$ cat src/rtl/piezo_pkg.sv
// ----------------------------------------------------------------------------
// piezo_pkg
// Shared types and constants for the piezo tone sequencer.
//   state_t : sequencer FSM states (IDLE / NOTE / REST)
//   seq_t   : selected alarm sequence (FAST / BATT / STEER)
//   P_*     : note periods in clocks at 50 MHz
//   LEN_*   : number of notes in each sequence
// ----------------------------------------------------------------------------
package piezo_pkg;

  typedef enum logic [1:0] {
    IDLE = 2'd0,
    NOTE = 2'd1,
    REST = 2'd2
  } state_t;

  typedef enum logic [1:0] {
    FAST  = 2'd0,
    BATT  = 2'd1,
    STEER = 2'd2
  } seq_t;

  localparam logic [20:0] P_G6 = 21'd31888;  // 1568 Hz
  localparam logic [20:0] P_C7 = 21'd23889;
  localparam logic [20:0] P_E7 = 21'd18961;
  localparam logic [20:0] P_G7 = 21'd15944;

  localparam int unsigned LEN_FAST  = 3;
  localparam int unsigned LEN_BATT  = 4;
  localparam int unsigned LEN_STEER = 4;

endpackage

$ cat src/rtl/piezo_tone_seq_if.sv
// ----------------------------------------------------------------------------
// piezo_tone_seq_if
// Bundles the alarm/status condition inputs and the PWM-stage outputs of the
// tone sequencer.
//   too_fast, batt_low, en_steer : condition levels, synchronous to clk
//   max_cnt  [20:0]              : PWM period
//   duty     [19:0]              : PWM high time (0 = silence)
//   busy                         : a sequence (note or rest) is in progress
// master : the tone sequencer;  slave : the side supplying conditions and
// consuming the PWM settings.
// ----------------------------------------------------------------------------
interface piezo_tone_seq_if;

  logic        too_fast;
  logic        batt_low;
  logic        en_steer;
  logic [20:0] max_cnt;
  logic [19:0] duty;
  logic        busy;

  modport master (
    input  too_fast, batt_low, en_steer,
    output max_cnt, duty, busy
  );

  modport slave (
    output too_fast, batt_low, en_steer,
    input  max_cnt, duty, busy
  );

endinterface

$ cat src/rtl/piezo_note_rom.sv
// ----------------------------------------------------------------------------
// piezo_note_rom
// Combinational note table: (seq, idx) -> PWM period, plus a flag marking the
// final note of the sequence.
//   seq      in  selected sequence
//   idx      in  note index within the sequence
//   period   out 21-bit note period in clocks
//   last_idx out high when idx is the last note of seq
// ----------------------------------------------------------------------------
module piezo_note_rom
  import piezo_pkg::*;
(
  input  seq_t        seq,
  input  logic [1:0]  idx,
  output logic [20:0] period,
  output logic        last_idx
);

  always_comb begin
    period   = '0;
    last_idx = 1'b1;
    case (seq)
      FAST: begin
        case (idx)
          2'd0:    period = P_G6;
          2'd1:    period = P_C7;
          default: period = P_E7;
        endcase
        last_idx = (idx >= 2'(LEN_FAST - 1));
      end
      BATT: begin
        case (idx)
          2'd0:    period = P_G7;
          2'd1:    period = P_E7;
          2'd2:    period = P_C7;
          default: period = P_G6;
        endcase
        last_idx = (idx >= 2'(LEN_BATT - 1));
      end
      STEER: begin
        case (idx)
          2'd0:    period = P_G6;
          2'd1:    period = P_C7;
          2'd2:    period = P_E7;
          default: period = P_G7;
        endcase
        last_idx = (idx >= 2'(LEN_STEER - 1));
      end
      default: ;
    endcase
  end

endmodule

$ cat src/rtl/piezo_tone_seq.sv
// ----------------------------------------------------------------------------
// piezo_tone_seq
// Turns overspeed / battery-low / steering-enabled conditions into timed note
// sequences for the downstream piezo PWM generator.
//   clk      in  system clock (50 MHz)
//   rst_n    in  asynchronous active-low reset
//   bus      master modport of piezo_tone_seq_if:
//              too_fast/batt_low/en_steer in, max_cnt/duty/busy out
// Parameters:
//   NOTE_CYC  clocks per note (>= 2)
//   REST_CYC  clocks of silence between repeats (>= 2)
// ----------------------------------------------------------------------------
module piezo_tone_seq
  import piezo_pkg::*;
#(
  parameter int unsigned NOTE_CYC = 8388608,
  parameter int unsigned REST_CYC = 33554432
) (
  input  logic              clk,
  input  logic              rst_n,
  piezo_tone_seq_if.master  bus
);

  localparam int unsigned CW = $clog2((NOTE_CYC > REST_CYC) ? NOTE_CYC : REST_CYC);
  localparam logic [CW-1:0] NOTE_LAST = CW'(NOTE_CYC - 1);
  localparam logic [CW-1:0] REST_LAST = CW'(REST_CYC - 1);

  state_t         state, state_nx;
  seq_t           seq, seq_nx;
  logic [1:0]     idx, idx_nx;
  logic [CW-1:0]  cnt, cnt_nx;
  logic           last_q, last_nx;
  logic [20:0]    max_cnt_q, max_cnt_nx;
  logic [19:0]    duty_q, duty_nx;
  logic           busy_q, busy_nx;

  // Conditions are sampled once; every decision uses the sampled copy, which
  // gives the one-clock request-to-note latency.
  logic           fast_q, batt_q, steer_q;

  logic           any_req, start;
  seq_t           req_seq;
  logic [20:0]    period_nx;
  logic           rom_last;

  // Addressed by the next (seq, idx) so period and last flag are registered
  // alongside the state they belong to.
  piezo_note_rom u_rom (
    .seq      (seq_nx),
    .idx      (idx_nx),
    .period   (period_nx),
    .last_idx (rom_last)
  );

  assign any_req = fast_q | batt_q | steer_q;
  assign req_seq = fast_q ? FAST : (batt_q ? BATT : STEER);

  always_comb begin
    state_nx = state;
    seq_nx   = seq;
    idx_nx   = idx;
    cnt_nx   = cnt + CW'(1);
    start    = 1'b0;
    case (state)
      IDLE: begin
        cnt_nx = '0;
        start  = any_req;
      end
      NOTE: begin
        if (fast_q && seq != FAST) begin
          start = 1'b1;
        end else if (cnt == NOTE_LAST) begin
          cnt_nx = '0;
          if (!last_q)                  idx_nx   = idx + 2'd1;
          else if (seq == FAST && fast_q) idx_nx = '0;
          else                          state_nx = REST;
        end
      end
      REST: begin
        if (fast_q && seq != FAST) begin
          start = 1'b1;
        end else if (cnt == REST_LAST) begin
          cnt_nx = '0;
          if (any_req) start    = 1'b1;
          else         state_nx = IDLE;
        end
      end
      default: begin
        state_nx = IDLE;
        cnt_nx   = '0;
      end
    endcase
    if (start) begin
      state_nx = NOTE;
      seq_nx   = req_seq;
      idx_nx   = '0;
      cnt_nx   = '0;
    end
  end

  always_comb begin
    max_cnt_nx = max_cnt_q;
    duty_nx    = '0;
    last_nx    = last_q;
    busy_nx    = (state_nx != IDLE);
    if (state_nx == NOTE) begin
      max_cnt_nx = period_nx;
      duty_nx    = period_nx[20:1];
      last_nx    = rom_last;
    end
  end

  always_ff @(posedge clk or negedge rst_n) begin
    if (!rst_n) begin
      state     <= IDLE;
      seq       <= FAST;
      idx       <= '0;
      cnt       <= '0;
      last_q    <= 1'b0;
      max_cnt_q <= '0;
      duty_q    <= '0;
      busy_q    <= 1'b0;
      fast_q    <= 1'b0;
      batt_q    <= 1'b0;
      steer_q   <= 1'b0;
    end else begin
      state     <= state_nx;
      seq       <= seq_nx;
      idx       <= idx_nx;
      cnt       <= cnt_nx;
      last_q    <= last_nx;
      max_cnt_q <= max_cnt_nx;
      duty_q    <= duty_nx;
      busy_q    <= busy_nx;
      fast_q    <= bus.too_fast;
      batt_q    <= bus.batt_low;
      steer_q   <= bus.en_steer;
    end
  end

  assign bus.max_cnt = max_cnt_q;
  assign bus.duty    = duty_q;
  assign bus.busy    = busy_q;

endmodule

$ cat src/flat_wrapper.sv
// flat-port wrapper written by rule: the top's interface ports become plain ports
module piezo_tone_seq_flat import piezo_pkg::*;
#(
  parameter int unsigned NOTE_CYC = 8388608,
  parameter int unsigned REST_CYC = 33554432
)
  (clk, rst_n, bus_too_fast, bus_batt_low, bus_en_steer, bus_max_cnt, bus_duty, bus_busy);
  piezo_tone_seq_if bus_i ();
  input  logic clk;
  input  logic rst_n;
  input wire logic [$bits(bus_i.too_fast)-1:0] bus_too_fast;
  input wire logic [$bits(bus_i.batt_low)-1:0] bus_batt_low;
  input wire logic [$bits(bus_i.en_steer)-1:0] bus_en_steer;
  output wire logic [$bits(bus_i.max_cnt)-1:0] bus_max_cnt;
  output wire logic [$bits(bus_i.duty)-1:0] bus_duty;
  output wire logic [$bits(bus_i.busy)-1:0] bus_busy;
  assign bus_i.too_fast = bus_too_fast;
  assign bus_i.batt_low = bus_batt_low;
  assign bus_i.en_steer = bus_en_steer;
  assign bus_max_cnt = bus_i.max_cnt;
  assign bus_duty = bus_i.duty;
  assign bus_busy = bus_i.busy;
  piezo_tone_seq #(.NOTE_CYC(NOTE_CYC), .REST_CYC(REST_CYC)) u_core (.clk(clk), .rst_n(rst_n), .bus(bus_i));
endmodule
$ cat config.mk
export PLATFORM = sky130hd
export DESIGN_NAME = piezo_tone_seq_flat
export DESIGN_NICKNAME = d
export VERILOG_FILES = /design/src/rtl/piezo_pkg.sv /design/src/rtl/piezo_tone_seq_if.sv /design/src/rtl/piezo_note_rom.sv /design/src/rtl/piezo_tone_seq.sv /design/src/flat_wrapper.sv
export SDC_FILE = /design/constraint.sdc
export NUM_CORES = 1
export LEC_CHECK = 0
export CAP_MARGIN = 30
export CORE_ASPECT_RATIO = 0.9
export CORE_MARGIN = 4
export CORE_UTILIZATION = 61
export DETAILED_ROUTE_END_ITERATION = 10
export GPL_ROUTABILITY_DRIVEN = 0
export GPL_TIMING_DRIVEN = 0
export MAX_ROUTING_LAYER = met4
export PLACE_DENSITY_LB_ADDON = 0.2
export SLEW_MARGIN = 20
export SYNTH_ARGS = -nofsm -noshare
export SYNTH_HDL_FRONTEND = slang
export SYNTH_HIERARCHICAL = 1
export SYNTH_SLANG_ARGS = --single-unit
$ cat constraint.sdc
create_clock -name clk -period 5.6 [get_ports clk]
set_input_delay 1.4 -clock clk [delete_from_list [all_inputs] [get_ports clk]]
set_output_delay 1.4 -clock clk [all_outputs]
set_load 0.1 [all_outputs]
Word level (Yosys, flattened, before mapping)

Index checks and enable logic that the tools add are counted.

Add/subtract/negate cells: 2
Magnitude comparators: 2
Eq/ne operators: 9
Mux-type cells: 35
Bitwise gates (word level): 2
Reduce and logical (&&, ||, !) cells: 9

Operators with widths:

| kind                                             | number |
|---|---|
| one-hot mux 15 bit (3 select lines)              | 3 |
| two-way mux 25 bit                               | 5 |
| one-hot mux 25 bit (2 select lines)              | 1 |
| two-way mux 2 bit                                | 17 |
| one-hot mux 14 bit (2 select lines)              | 1 |
| adder 25 x 1 -> 25 bit (second input constant)   | 1 |
| == test 25 x 23 -> 1 bit (second input constant) | 1 |
| == test 25 bit (second input constant)           | 1 |
| two-way mux 14 bit                               | 1 |
| == test 2 x 1 -> 1 bit (second input constant)   | 4 |
| zero test 2 bit                                  | 4 |
| == test 2 bit (second input constant)            | 3 |
| one-hot mux 2 bit (3 select lines)               | 1 |
| >= comparator 2 bit (second input constant)      | 2 |
| two-way mux 1 bit                                | 4 |
| nonzero test 2 bit                               | 2 |
| one-hot mux 1 bit (3 select lines)               | 1 |
| adder 2 x 1 -> 2 bit (second input constant)     | 1 |
| logical AND 1 bit                                | 2 |
| bitwise OR 1 bit                                 | 2 |
| one-hot mux 1 bit (2 select lines)               | 1 |
| OR reduction 2 bit                               | 1 |

Flip-flop bits (word level): 71
Input port bits: 5
Output and inout bits: 42
Logic and storage cells: 70

Logic depth before layout (Yosys ltp)

Gate-level depths: netlist of run 1.

Word-level depth: 12
Gate-level depth with buffers: 14
Mapped depth without buffers: 13

Modules after synthesis

The synthesis of run 1 kept the hierarchy.

By module, submodules not included:

| module         | instances | cells an instance | area each (µm²) | sequential area each (µm²) |
|---|---|---|---|---|
| piezo_tone_seq | 1         | 275               | 3380.7          | 1926.8 |
| piezo_note_rom | 1         | 59                | 399.1           | 0.0 |

Worst setup path after synthesis of run 1

Ideal clock, no wire load.

Path kind: reg-to-reg
Start point: reg u_core.cnt[0]
End point: reg u_core.max_cnt_q[14], in the netlist u_core/bus.max_cnt[14]
Setup time: 0.126 ns
Arrival: 3.062 ns
Data required time: 5.474 ns
Slack: 2.411 ns
Cell stages (with the launch flop): 14
Path buffers: 1
Period minus slack after synthesis: 3.189 ns
Cells stage by stage: dfrtp_1 > ha_1 > and4_4 > nand3_4 > nor4b_1 > nor4bb_1 > a21oi_1 > a21oi_1 > ha_1 > inv_1 > a221oi_1 > nor2_1 > buf_4 > mux2_4

Word-level cells in the longest chain between the ends: 8
Elaborated cells between the ends (all ways): 26
Those cells by class: eq/ne (7); mux (17); reduce/logical (2)

RTL lines:

| what                                                                    | line                                       | text |
|---|---|---|
| start, declared                                                         | piezo_tone_seq.sv:31                       | `logic [CW-1:0] cnt, cnt_nx;` |
| start signal, assigned                                                  | piezo_tone_seq.sv:130                      | `cnt <= cnt_nx;` |
| == test 25 bit or == test 25 x 23 -> 1 bit (tied branches)              | piezo_tone_seq.sv:82, piezo_tone_seq.sv:72 |  |
| two-way mux 1 bit or two-way mux 2 bit (tied branches)                  | piezo_tone_seq.sv:82, piezo_tone_seq.sv:72 |  |
| two-way mux 1 bit or two-way mux 2 bit (tied branches)                  | piezo_tone_seq.sv:80, piezo_tone_seq.sv:70 |  |
| one-hot mux 1 bit (3 select lines) or two-way mux 2 bit (tied branches) | piezo_tone_seq.sv:64                       | `case (state)` |
| two-way mux 2 bit (*)                                                   | piezo_tone_seq.sv:93                       | `if (start) begin` |
| net u_core.idx_nx[1]                                                    | piezo_tone_seq.sv:30                       | `logic [1:0] idx, idx_nx;` |
| == test 2 bit, or another cell as far along                             | piezo_note_rom.sv:32, piezo_note_rom.sv:41 |  |
| one-hot mux 15 bit (3 select lines) (on tied branches)                  | piezo_note_rom.sv:41, piezo_note_rom.sv:32 |  |
| one-hot mux 15 bit (3 select lines) (*)                                 | piezo_note_rom.sv:22                       | `case (seq)` |
| net u_core.period_nx[14]                                                | piezo_tone_seq.sv:43                       | `logic [20:0] period_nx;` |
| end signal, assigned                                                    | piezo_tone_seq.sv:132                      | `max_cnt_q <= max_cnt_nx;` |
| end, declared                                                           | piezo_tone_seq.sv:33                       | `logic [20:0] max_cnt_q, max_cnt_nx;` |

The timed path passes the listed nets; every way through them passes the cells marked *.
A chain may end at the register's enable or synchronous reset.

Final worst setup path of run 1

Same ends and word-level chain as after synthesis.

==> flow_metrics.tcl, run 1 <==
set metrics [dict create \
    outcome "completed" \
    drive_gt1_share_pct 17.04 \
    core_area_mm2 0.005856 \
    pin_count 47 \
    num_rows 26 \
    clock_sinks 77 \
    root_buffer "clkbuf_8" \
    yosysMostFrequentCell "dfrtp_1" \
    vias_per_cell 5.421 \
    synth_cells 334 \
    cts-resized-gates 0 \
    setup_violations 0 \
    synth_area_mm2 0.003780 \
    critPathMaxFanout 7 \
    synth_top_cell_area_share_pct 50.98 \
    arrival_ns 3.95 \
    yosys.area_share.simple_pct 19.00 \
    post_drt_wl_per_cell_um 14.60 \
    ys_seq_area_share_pct 50.98 \
    worst_pin_slew_ns 0.9874 \
    grt_pass1_wl_um 11960 \
    synth.avg_cell_area_um2 11.32 \
    start_util_pct 64.55 \
    yosysUniqueCellTypes 47 \
    clock_latency_ns 0.34 \
    slew_headroom_pct 33.97 \
    drc 0 \
    antenna-diode-count 0 \
    slowest_stage "nor4b_1" \
    synth-seq-cells 77 \
    track_usage_pct 20.96 \
    crit_family "simple AND/OR/NAND/NOR gates" \
    post-route-min-period_ns 3.723 \
    die-area_mm2 0.007522 \
    synthArstFlopShare_pct 100.0 \
    cp.required_ns 5.83 \
    path_class "reg2reg" \
    slew_violations 0 \
    synth_mux_area_share_pct 8.805 \
    cts_buffers 9 \
    die_x_um 90.98 \
    yosys_warnings 6 \
    finalSetupTns_ns 0 \
    hold_path_class "reg2reg" \
    syn2layout_area_growth_pct 20.82 \
    grt_pass1_vias 2583 \
    cts_buffer_depth 2 \
    h-tree-depth 3 \
    post_cts.repair.setup_buffers 0 \
    fmax_mhz 268.6 \
    synth-compound-area-share_pct 5.727 \
    drt_iter0_drc 115 \
    grt_max_degree 40 \
    dp_hpwl_um 4955 \
    path_buf_inv 2 \
    wl_um 6935 \
    clk_pin_slew_worst_paths_ns 0.08 \
    ant_nets 0 \
    hold_viol_final 0 \
    post-route-period-util_pct 66.48 \
    rsz0062_at_grt "false" \
    clock_skew_ns 0.004951 \
    synthXorXnorAreaFrac_pct 5.329 \
    synth.area.top_cells "dfrtp_1, mux2_4, ha_1" \
    slowest_delay_ns 0.45 \
    nNetsFinal 420 \
    cp-end-kind "register" \
    antenna_found_initial 0 \
    hold_buffers 0 \
    startpoint_type "register" \
    io_buffers 46 \
    drt_first_pass_iters 4 \
    yosys.area.top_type "dfrtp_1" \
    synthAdderAreaFrac_pct 4.965 \
    maxCapViolCount 0 \
    overflow 0 \
    tritoncts "yes" \
    synth_edf_count 0 \
    die_y_um 82.68 \
    ys_top_cells_by_count "dfrtp_1, nor2_1, and2_1, nand2_1, mux2_4" \
    synth_ff_type "dfrtp_1" \
    crit_chain "ha_1, and4_4, nand3_4, nor4b_1, nor4bb_1, a21oi_1, a21oi_1, ha_1, inv_1, a221oi_1, nor2_1, buf_4, mux2_4" \
    synth_top_family_by_area "simple AND/OR/NAND/NOR gates" \
    vias 2575 \
]
[logic make-up (layout without fill, tap and decap cells)]
| group | after synthesis | in the layout |
|---|---|---|
| DFF | 77 | 77 |
| adders and majority gates | 15 | 15 |
| other | 1 | 9 |
| xor gates and xnor gates | 23 | 23 |
| muxes | 23 | 23 |
| AOI/OAI and AO/OA | 34 | 34 |
| and+or+nand+nor | 131 | 131 |
| buffers and inverters | 30 | 93 |
[registers in the layout, indices dropped and copies added (netlist names)]
signal              flops
u_core/batt_q           1
u_core/bus.busy         1
u_core/bus.duty        20
u_core/bus.max_cnt     21
u_core/cnt             25
u_core/fast_q           1
u_core/idx              2
u_core/last_q           1
u_core/seq              2
u_core/state            2
u_core/steer_q          1
[through the flow]
step / setup slack [ns] / hold WS, ns / cell area, um2 / util [%] / cells
3_3_place_gp: 0.5889 / 0.4701 / 4358 / 74.42 / 458
4_1_cts: 1.952 / 0.5037 / 4567 / 77.99 / 475
2_1_floorplan: 2.411 / 0.4479 / 3810 / - / 342
3_5_place_dp: 1.928 / 0.4927 / 4375 / 74.72 / 459
5_1_grt: 1.557 / 0.5347 / 4567 / 77.99 / 475
6_report: 1.877 / 0.4974 / 4567 / 77.99 / 475
[final timing paths]
path,start,end,slack (ns),depth (start not counted)
setup / recovery,u_core/cnt[0],u_core/bus.max_cnt[14],1.88,13
hold / removal,u_core/cnt[0],u_core/cnt[0],0.50,1
setup reg to reg,u_core/cnt[0],u_core/bus.max_cnt[14],1.88,13
hold reg to reg,u_core/cnt[0],u_core/cnt[0],0.50,1
max in group asynchronous,rst_n,u_core/bus.duty[6],4.01,2
min in group asynchronous,rst_n,u_core/cnt[21],1.01,1
[worst register-to-register path, stage by stage, from the launching register on]
cell      delay [ns]
dfrtp_1         0.40
ha_1            0.24
and4_4          0.29
nand3_4         0.12
nor4b_1         0.45
nor4bb_1        0.36
a21oi_1         0.09
a21oi_1         0.45
ha_1            0.34
inv_1           0.06
a221oi_1        0.32
nor2_1          0.11
buf_4           0.15
mux2_4          0.25
[routing by layer]
| metal | wire length [um] | GRT usage, % | part of all wire, % | up-vias |
|---|---|---|---|---|
| met5 | 0 | - | 0 | - |
| met4 | 105 | 6.476 | 1.5 | 0 |
| met3 | 449 | 6.522 | 6.5 | 11 |
| met2 | 3184 | 32.18 | 46 | 94 |
| met1 | 3195 | 27.08 | 46 | 1234 |
| li1 | - | - | - | 1236 |
[area by class of cell]
type,instances,area (um2)
fillers,382,1289
inverters,12,45.04
multi-input cells,235,1690
plain buffers,18,147.6
flip-flops and latches,77,1927
well taps,70,87.58
clock buffers,10,127.6
repair buffers,47,478.0
clock inverters,6,63.81
[cell usage in the layout, fill, tap and decap left out, types with 3 or more instances in the layout]
| cell | instances |
|---|---|
| dfrtp_1 | 77 |
| clkdlybuf4s50_1 | 45 |
| nor2_1 | 43 |
| and2_1 | 24 |
| nand2_1 | 22 |
| mux2_4 | 20 |
| xor2_1 | 15 |
| ha_1 | 15 |
| buf_4 | 12 |
| nand3_1 | 12 |
| inv_1 | 11 |
| a21oi_1 | 11 |
| clkbuf_8 | 9 |
| conb_1 | 9 |
| xnor2_1 | 8 |
| o21ai_1 | 6 |
| o21ai_0 | 5 |
| nand2b_1 | 4 |
| nor3_1 | 4 |
| and4_4 | 3 |
| buf_2 | 3 |
| nand4_1 | 3 |
| buf_12 | 3 |
Power of run 1 is not shown: default switching activity piles up to over one toggle a cycle in this logic, so the estimate is an artifact.
==> run 2, diff against run 1 <==
CORE_UTILIZATION = 56   (was 61)
clock period = 3.5 ns   (was 5.6 ns; I/O delays follow)
==> run 2 against run 1 <==
Net effect:
- largest cell class unchanged
- utilization fell by 6.4 points
- routed wire length fell by 1.1%
- hold slack got worse by 0.031 ns
- via count fell by 2.1%
- sequential share of layout area fell by 1.1 points
- first-iteration DRC count fell by 16%
- die area rose by 8.1%
- critical endpoint unchanged
==> flow_metrics.tcl, run 2 (same netlist as run 1, synthesis figures left out) <==
set metrics [dict create \
    outcome "completed" \
    die_x_um 94.60 \
    dp_hpwl_um 4791 \
    layout_common_cells "dfrtp_1, clkdlybuf4s50_1, nor2_1" \
    vias_per_cell 5.070 \
    wl_um 6861 \
    largest_reg_flops 25 \
    pin_count 47 \
    maxCapViolCount 0 \
    fmax_mhz 304.1 \
    ant_nets 0 \
    io_buffers 46 \
    num_rows 28 \
    h-tree-depth 3 \
    clk_pin_slew_worst_paths_ns 0.08 \
    clock_latency_ns 0.36 \
    reg2reg_slack_ns 0.21 \
    cts_buffer_depth 2 \
    critPathCapture "u_core/bus.max_cnt[14]" \
    syn2layout_area_growth_pct 24.06 \
    startpoint_type "register" \
    reg2reg_depth 13 \
    arrival_ns 3.53 \
    slew_violations 0 \
    root_buffer "clkbuf_8" \
    cts_buffers 9 \
    hold_path_class "in2async" \
    multi_input_area_mm2 0.001749 \
    grt.busiest_layer "met2" \
    critPathMaxFanout 7 \
    crit-reg2reg-launch "u_core/state[1]" \
    track_usage_pct 19.50 \
    fin_hold_ws_ns 0.4666 \
    clock_sinks 77 \
    slew_headroom_pct 34.21 \
    worst_pin_slew_ns 0.9837 \
    drc 0 \
    die-area_mm2 0.008130 \
    nNetsFinal 422 \
    core_area_mm2 0.006551 \
    antenna-diode-count 0 \
    grt_pass1_wl_um 11870 \
    grtUsageMet1_pct 26.09 \
    post_drt_wl_per_cell_um 13.80 \
    drt_iter0_drc 97 \
    drt_first_pass_iters 4 \
    vias 2520 \
    hold_viol_final 0 \
    drive_gt1_share_pct 19.41 \
    start_util_pct 57.70 \
    met3_usage_pct 5.877 \
    setup_violations 0 \
    seqCellArea_mm2 0.001927 \
    post-route-min-period_ns 3.289 \
    die_y_um 85.94 \
    clock_skew_ns 0.007967 \
    cp-end-kind "register" \
    n_fill_cell 487 \
    setup.worst_path.start "u_core/state[1]" \
    post-route-period-util_pct 93.96 \
    path_class "reg2reg" \
    r2r_end "u_core/bus.max_cnt[14]" \
    tritoncts "yes" \
    grt_use_met2_pct 28.30 \
    hold_buffers 0 \
    grt_pass1_vias 2578 \
    overflow 0 \
    final_common_cell "dfrtp_1" \
    cp.required_ns 3.74 \
    antenna_found_initial 0 \
    largest-register "u_core/cnt" \
    grt_max_degree 44 \
]
[run 2: worst min-delay path by stage]
stage                     end  depth (start not counted)  slack (ns)          start
6_report       u_core/cnt[17]                          1        0.47          rst_n
5_1_grt         u_core/cnt[6]                          1        0.48          rst_n
4_1_cts         u_core/cnt[6]                          1        0.47          rst_n
3_5_place_dp    u_core/cnt[0]                          1        0.49  u_core/cnt[0]
3_3_place_gp    u_core/cnt[0]                          1        0.47  u_core/cnt[0]
2_1_floorplan   u_core/cnt[0]                          1        0.45  u_core/cnt[0]
[run 2: worst max-delay path, cell delays in order, from the launching register on]
cell	delay [ns]
dfrtp_1	0.43
inv_1	0.12
ha_1	0.30
nand2_1	0.15
nor4b_4	0.33
nor4bb_2	0.33
a21oi_1	0.08
a21oi_2	0.30
ha_1	0.30
inv_1	0.06
a221oi_1	0.28
nor2_1	0.11
buf_4	0.15
mux2_4	0.24
[run 2: per-layer routing]
metal / part of all wire, % / vias to the layer above
met5: 0 / -
met4: 1.2 / 0
met3: 5.1 / 6
met2: 45 / 51
met1: 49 / 1224
li1: - / 1239
[run 2: cell type report]
| type | count | area share (%) |
|---|---|---|
| Inverter | 12 | 0.9605 |
| Timing Repair Buffer | 49 | 10.51 |
| Clock buffer | 10 | 2.721 |
| Sequential cell | 77 | 41.09 |
| Tap cell | 90 | 2.401 |
| Buffer | 18 | 3.148 |
| Clock inverter | 6 | 1.868 |
| Multi-Input combinational cell | 235 | 37.30 |
[run 2: per-stage QoR]
| stage | setup slack [ns] | setup TNS (ns) | std cells | area, um2 | util [%] |
|---|---|---|---|---|---|
| after floorplan | 0.3114 | 0 | 342 | 3810 | - |
| after CTS | 0.05905 | 0 | 495 | 4626 | 70.61 |
| after global routing | -0.02425 | -0.03897 | 497 | 4690 | 71.58 |
| final | 0.2115 | 0 | 497 | 4690 | 71.58 |
| after global placement | -1.049 | -80.50 | 478 | 4383 | 66.90 |
| after detailed placement | -0.1161 | -0.3346 | 479 | 4400 | 67.17 |
[run 2: what timing repair did]
| action | 4_1_cts | 5_1_grt |
|---|---|---|
| endpoints found under the setup margin | 8 | 15 |
| cloned | 0 | 0 |
| gates resized for setup | 2 | 10 |
| buffers inserted | 0 | 2 |
| hold endpoints to repair | 0 | 0 |
| pin swaps | 0 | 3 |
Power of run 2 is left out for the same reason.
